==> config.mk <==
export PLATFORM = sky130hd
export DESIGN_NAME = jk_ff_bank
export DESIGN_NICKNAME = d
export VERILOG_FILES = /design/src/rtl/jk_ff_bank.sv
export SDC_FILE = /design/constraint.sdc
export NUM_CORES = 1
export LEC_CHECK = 0
export ABC_AREA = 1
export BUFFER_PORTS_ARGS = -buffer_cell sky130_fd_sc_hd__buf_4
export CAP_MARGIN = 20
export CORE_MARGIN = 8
export CORE_UTILIZATION = 50
export CTS_CLUSTER_SIZE = 30
export DETAILED_ROUTE_END_ITERATION = 16
export GPL_ROUTABILITY_DRIVEN = 0
export PLACE_DENSITY_LB_ADDON = 0.15
export SLEW_MARGIN = 40
export SYNTH_ARGS = -nofsm -noshare
export SYNTH_HDL_FRONTEND = slang
export SYNTH_SLANG_ARGS = --single-unit
==> constraint.sdc <==
create_clock -name clk -period 3.3 [get_ports clk]
set_input_delay 0.33 -clock clk [delete_from_list [all_inputs] [get_ports clk]]
set_output_delay 0.33 -clock clk [all_outputs]
set_load 0.1 [all_outputs]
==> src/rtl/jk_ff_bank.sv <==
// jk_ff_bank: bank of JK/SR/D/T flip-flops with bulk set/clear, change pulse, sticky SR error and saturating change counter.
module jk_ff_bank #(
  parameter int WIDTH = 8,
  parameter int CNT_W = 8,
  parameter logic [WIDTH-1:0] RESET_VAL = '0
) (
  input  logic             clk,
  input  logic             reset,
  input  logic             en,
  input  logic [1:0]       mode,
  input  logic [WIDTH-1:0] j,
  input  logic [WIDTH-1:0] k,
  input  logic             set_all,
  input  logic             clr_all,
  input  logic             clr_cnt,
  output logic [WIDTH-1:0] q,
  output logic [WIDTH-1:0] q_bar,
  output logic             changed,
  output logic             sr_err,
  output logic [CNT_W-1:0] tog_cnt
);
  logic [WIDTH-1:0] r_q;
  logic             r_changed;
  logic             r_sr_err;
  logic [CNT_W-1:0] r_cnt;
  logic [WIDTH-1:0] w_jk, w_sr, w_op, w_next;
  logic             w_sr_ill, w_chg;
  always_comb begin
    w_jk     = (j & ~r_q) | (~k & r_q);
    // S=R=1 falls into the hold term, so illegal bits keep their value
    w_sr     = (j & ~k) | (r_q & ~(k & ~j));
    w_op     = !en ? r_q :
               mode == 2'b00 ? w_jk :
               mode == 2'b01 ? w_sr :
               mode == 2'b10 ? j : r_q ^ j;
    w_next   = clr_all ? '0 : set_all ? '1 : w_op;
    w_sr_ill = en && mode == 2'b01 && |(j & k) && !clr_all && !set_all;
    w_chg    = w_next != r_q;
  end
  always_ff @(posedge clk) begin
    if (reset) begin
      r_q       <= RESET_VAL;
      r_changed <= 1'b0;
      r_sr_err  <= 1'b0;
      r_cnt     <= '0;
    end else begin
      r_q       <= w_next;
      r_changed <= w_chg;
      r_sr_err  <= w_sr_ill | (r_sr_err & ~clr_cnt);
      r_cnt     <= clr_cnt ? '0 : (w_chg && r_cnt != '1) ? r_cnt + 1'b1 : r_cnt;
    end
  end
  assign q       = r_q;
  assign q_bar   = ~r_q;
  assign changed = r_changed;
  assign sr_err  = r_sr_err;
  assign tog_cnt = r_cnt;
endmodule

==> run_results.csv <==
group,metric,value,unit
floorplan,initial_core_util,51.33,%
route,vias_per_cell,5.162,
global_routing,grt_pass1_vias,1500,
placement,portBuffers,49,
hold_path,hold_start,"clr_all",
synth,ys_ff_latch,18,
pwr,leakage,0.0009289,uW
hold_path,hp-class,"in -> reg",
synth,ys_async_sr_fraction,0,%
floorplan,dieArea,4694,sq um
global_routing,gr-total-overflow,0,
placement,dpl_cell_area,1758,sq um
route,drt_iter0_drc,95,
worst_setup_path,worstPathArrival,1.98,ns
hold_path,hold_depth,2,
timing,slew_headroom,69.16,%
timing,worst_pin_slew,0.4622,ns
synth,syn_avg_cell_area,5.698,sq um
synth,synth-edff-count,0,
synth,synth_top_cell_by_area,"dfxtp_1",
route,wl,3915,um
worst_setup_path,start_kind,"register",
timing,final_max_slew_viol_count,0,
cells_and_area,syn2layout_area_growth,30.13,%
timing,fmax,574.0,MHz
pwr,combPwrFrac,39.4,%
clock_tree,htreeDepth,1,
placement,place_hpwl,3059,um
synth,ys.flop_type,"dfxtp_1",
clock_tree,cts-hold-fix-buffers,0,
pwr,irDropWorstVdd,0.3364,mV
worst_setup_path,r2r-end,"tog_cnt[7]",
synth,netlist_area,1379,sq um
timing,rsz0062_at_grt,"false",
worst_setup_path,crit_path_top_delay_cell,"dfxtp_1",
pwr,switching_share,42.44,%
timing,finalHoldViolCount,0,
timing,skew,0.001354,ns
synth,ys_seq_area_share,26.13,%
clock_tree,cts_resized,0,
status,status,"finished, final reports clean",
cells_and_area,instances_no_fill,321,
floorplan,rows,19,
clock_tree,root_buffer,"clkbuf_4",
synth,synth_cells,242,
pwr,seq_power_share,37.4,%
worst_setup_path,timing.rr.start,"tog_cnt[0]",
global_routing,antenna_found_initial,0,
clock_tree,cts_tree,"built",
worst_setup_path,path_cells,"ha_1 -> nand4_1 -> nor3_1 -> inv_1 -> nand2_4 -> nand2_1 -> a21oi_1",
synth,synthTopCellsByArea,"dfxtp_1, nand2_1, nand3_1",
clock_tree,clk_pin_slew,0.12,ns
pwr,finalPower,624.2,uW
synth,yosys_warnings,0,
floorplan,io_pins,50,
synth,syn_nets,267,
timing,setup_tns,0,ns
timing,hold_slack,0.2102,ns
route,firstDrtPassIters,4,
global_routing,grt_usage,17.37,%
pwr,p_sw,264.9,uW
cells_and_area,drive_gt1_share,22.41,%
floorplan,die_h,68.52,um
clock_tree,insertion_delay,0.30,ns
floorplan,die_w,68.52,um
flow_run,maxCapViolCount,0,
clock_tree,cts_sinks,18,
route,wire_per_inst,12.20,um
pwr,clkPwrFrac,23.2,%
pwr,power.internal,359.3,uW
synth,synth_commonest_cells,"nand2_1, nor2_1, inv_1",
timing,layout_worst_path_cycle_share,52.79,%
route,vias,1657,
route,drc,0,
worst_setup_path,critPathKind,"reg -> reg",
cells_and_area,n_antenna_cell,0,
synth,synth_cell_types,26,
worst_setup_path,critPathMaxStageDelay,0.42,ns
worst_setup_path,critPathRequiredTime,3.54,ns
clock_tree,cts_setup_buffers,0,
worst_setup_path,endpoint_kind,"register",
global_routing,grt_max_degree,17,
floorplan,fp.coreArea,2686,sq um
worst_setup_path,r2r_slack,1.56,ns
cells_and_area,fin_nets,316,
worst_setup_path,worstRegToRegCells,7,
hold_path,holdPathEnd,"sr_err",
pwr,power_density,347.9,nW/um^2
clock_tree,cts_buffers,3,
placement,dp.cells,317,
worst_setup_path,crit_fanout,7,
synth,yosysMostFrequentCell,"nand2_1",
cells_and_area,stdcell_area,1794,sq um
route,drtAntennaViolNets,0,
global_routing,grt_pass1_wl,6568,um
timing,period_minus_slack,1.742,ns
timing,setup_viol,0,
clock_tree,clk_path_buf_depth,2,
synth,synth_top_area_share,26.13,%
-- cells in the final DEF, fill, tap and decap left out --
| cell | synthesis | routed |
|---|---|---|
| a21oi_1 | 19 | 19 |
| ha_1 | 1 | 1 |
| xor2_1 | 3 | 3 |
| buf_4 | 0 | 49 |
| nor2_8 | 1 | 1 |
| xnor2_1 | 1 | 1 |
| clkbuf_4 | 0 | 3 |
| nand2_1 | 87 | 87 |
| a31oi_1 | 1 | 1 |
| nand2_2 | 3 | 3 |
| dfxtp_1 | 18 | 18 |
| inv_2 | 3 | 3 |
| nand3_1 | 22 | 22 |
| nand2_4 | 3 | 3 |
| nor2_1 | 29 | 29 |
| o41ai_1 | 1 | 1 |
| o21ai_0 | 6 | 6 |
| nor3_1 | 6 | 6 |
| inv_1 | 27 | 27 |
| or2_0 | 1 | 1 |
| and3_1 | 1 | 1 |
| nor2_4 | 1 | 1 |
| clkbuf_8 | 0 | 1 |
| nand4_1 | 2 | 2 |
| nor2_2 | 1 | 1 |
-- sequential cells by signal, summed over array words and instances (netlist names) --
register and count:
q 8, tog_cnt 8, sr_err 1, changed 1
-- per-layer routing --
layer  GRT usage, %  vias to the layer above  share of wire (%)
li1               -                      860                  -
met1          23.46                      731                 45
met2          26.95                       60                 45
met3          4.200                        6                9.1
met4          4.604                        0               0.97
met5              0                        -                  0
-- final cells by class --
class | count | area [sq um]
repair buffers | 49 | 367.9
inverters | 30 | 112.6
flip-flops and latches | 18 | 360.3
clock buffers | 4 | 36.28
fillers | 248 | 892.1
well taps | 31 | 38.79
multi-input cells | 189 | 878.3
-- cell families after synthesis --
| group | synth area share (%) |
|---|---|
| buffers and inverters | 10.16 |
| flip-flops | 26.13 |
| AND/OR/NAND/NOR | 50.09 |
| adder cells (fa/ha/maj) | 0.9073 |
| XOR/XNOR | 2.541 |
| AO/OA/AOI/OAI | 10.16 |
-- worst max-delay path, delay by kind of cell (launching register included) --
| kind | cells | cell delay, ns |
|---|---|---|
| flops | 1 | 0.42 |
| fa+ha+maj | 1 | 0.26 |
| buf+inv | 1 | 0.23 |
| simple gates | 4 | 0.64 |
| compound gates | 1 | 0.12 |
-- power by group through the flow --
stage / logic, uW / clock network (uW) / registers (uW)
after global placement: 244 / 0 / 238
after floorplan: 127 / 0 / 292
after detailed placement: 246 / 0 / 238
after CTS: 246 / 146 / 233
final: 246 / 145 / 233
after global routing: 266 / 157 / 235
-- how the worst max path moves through the flow --
stage               slack [ns]  startpoint  cells past startpoint    endpoint
floorplan                 0.33        q[2]                     14  tog_cnt[5]
global placement          1.40     mode[0]                     18  tog_cnt[4]
detailed placement        1.36     mode[0]                     18  tog_cnt[7]
CTS                       1.56  tog_cnt[0]                      7  tog_cnt[7]
global route              1.38  tog_cnt[0]                      7  tog_cnt[2]
finish                    1.56  tog_cnt[0]                      7  tog_cnt[7]
-- stage by stage --
stage / setup WS, ns / util, %
after global placement: 1.397 / 65.44
final: 1.558 / 66.79
after detailed placement: 1.360 / 65.44
after floorplan: 0.3258 / -
after global routing: 1.378 / 66.79
after CTS: 1.562 / 66.79
(Power assumes the default switching activity.)
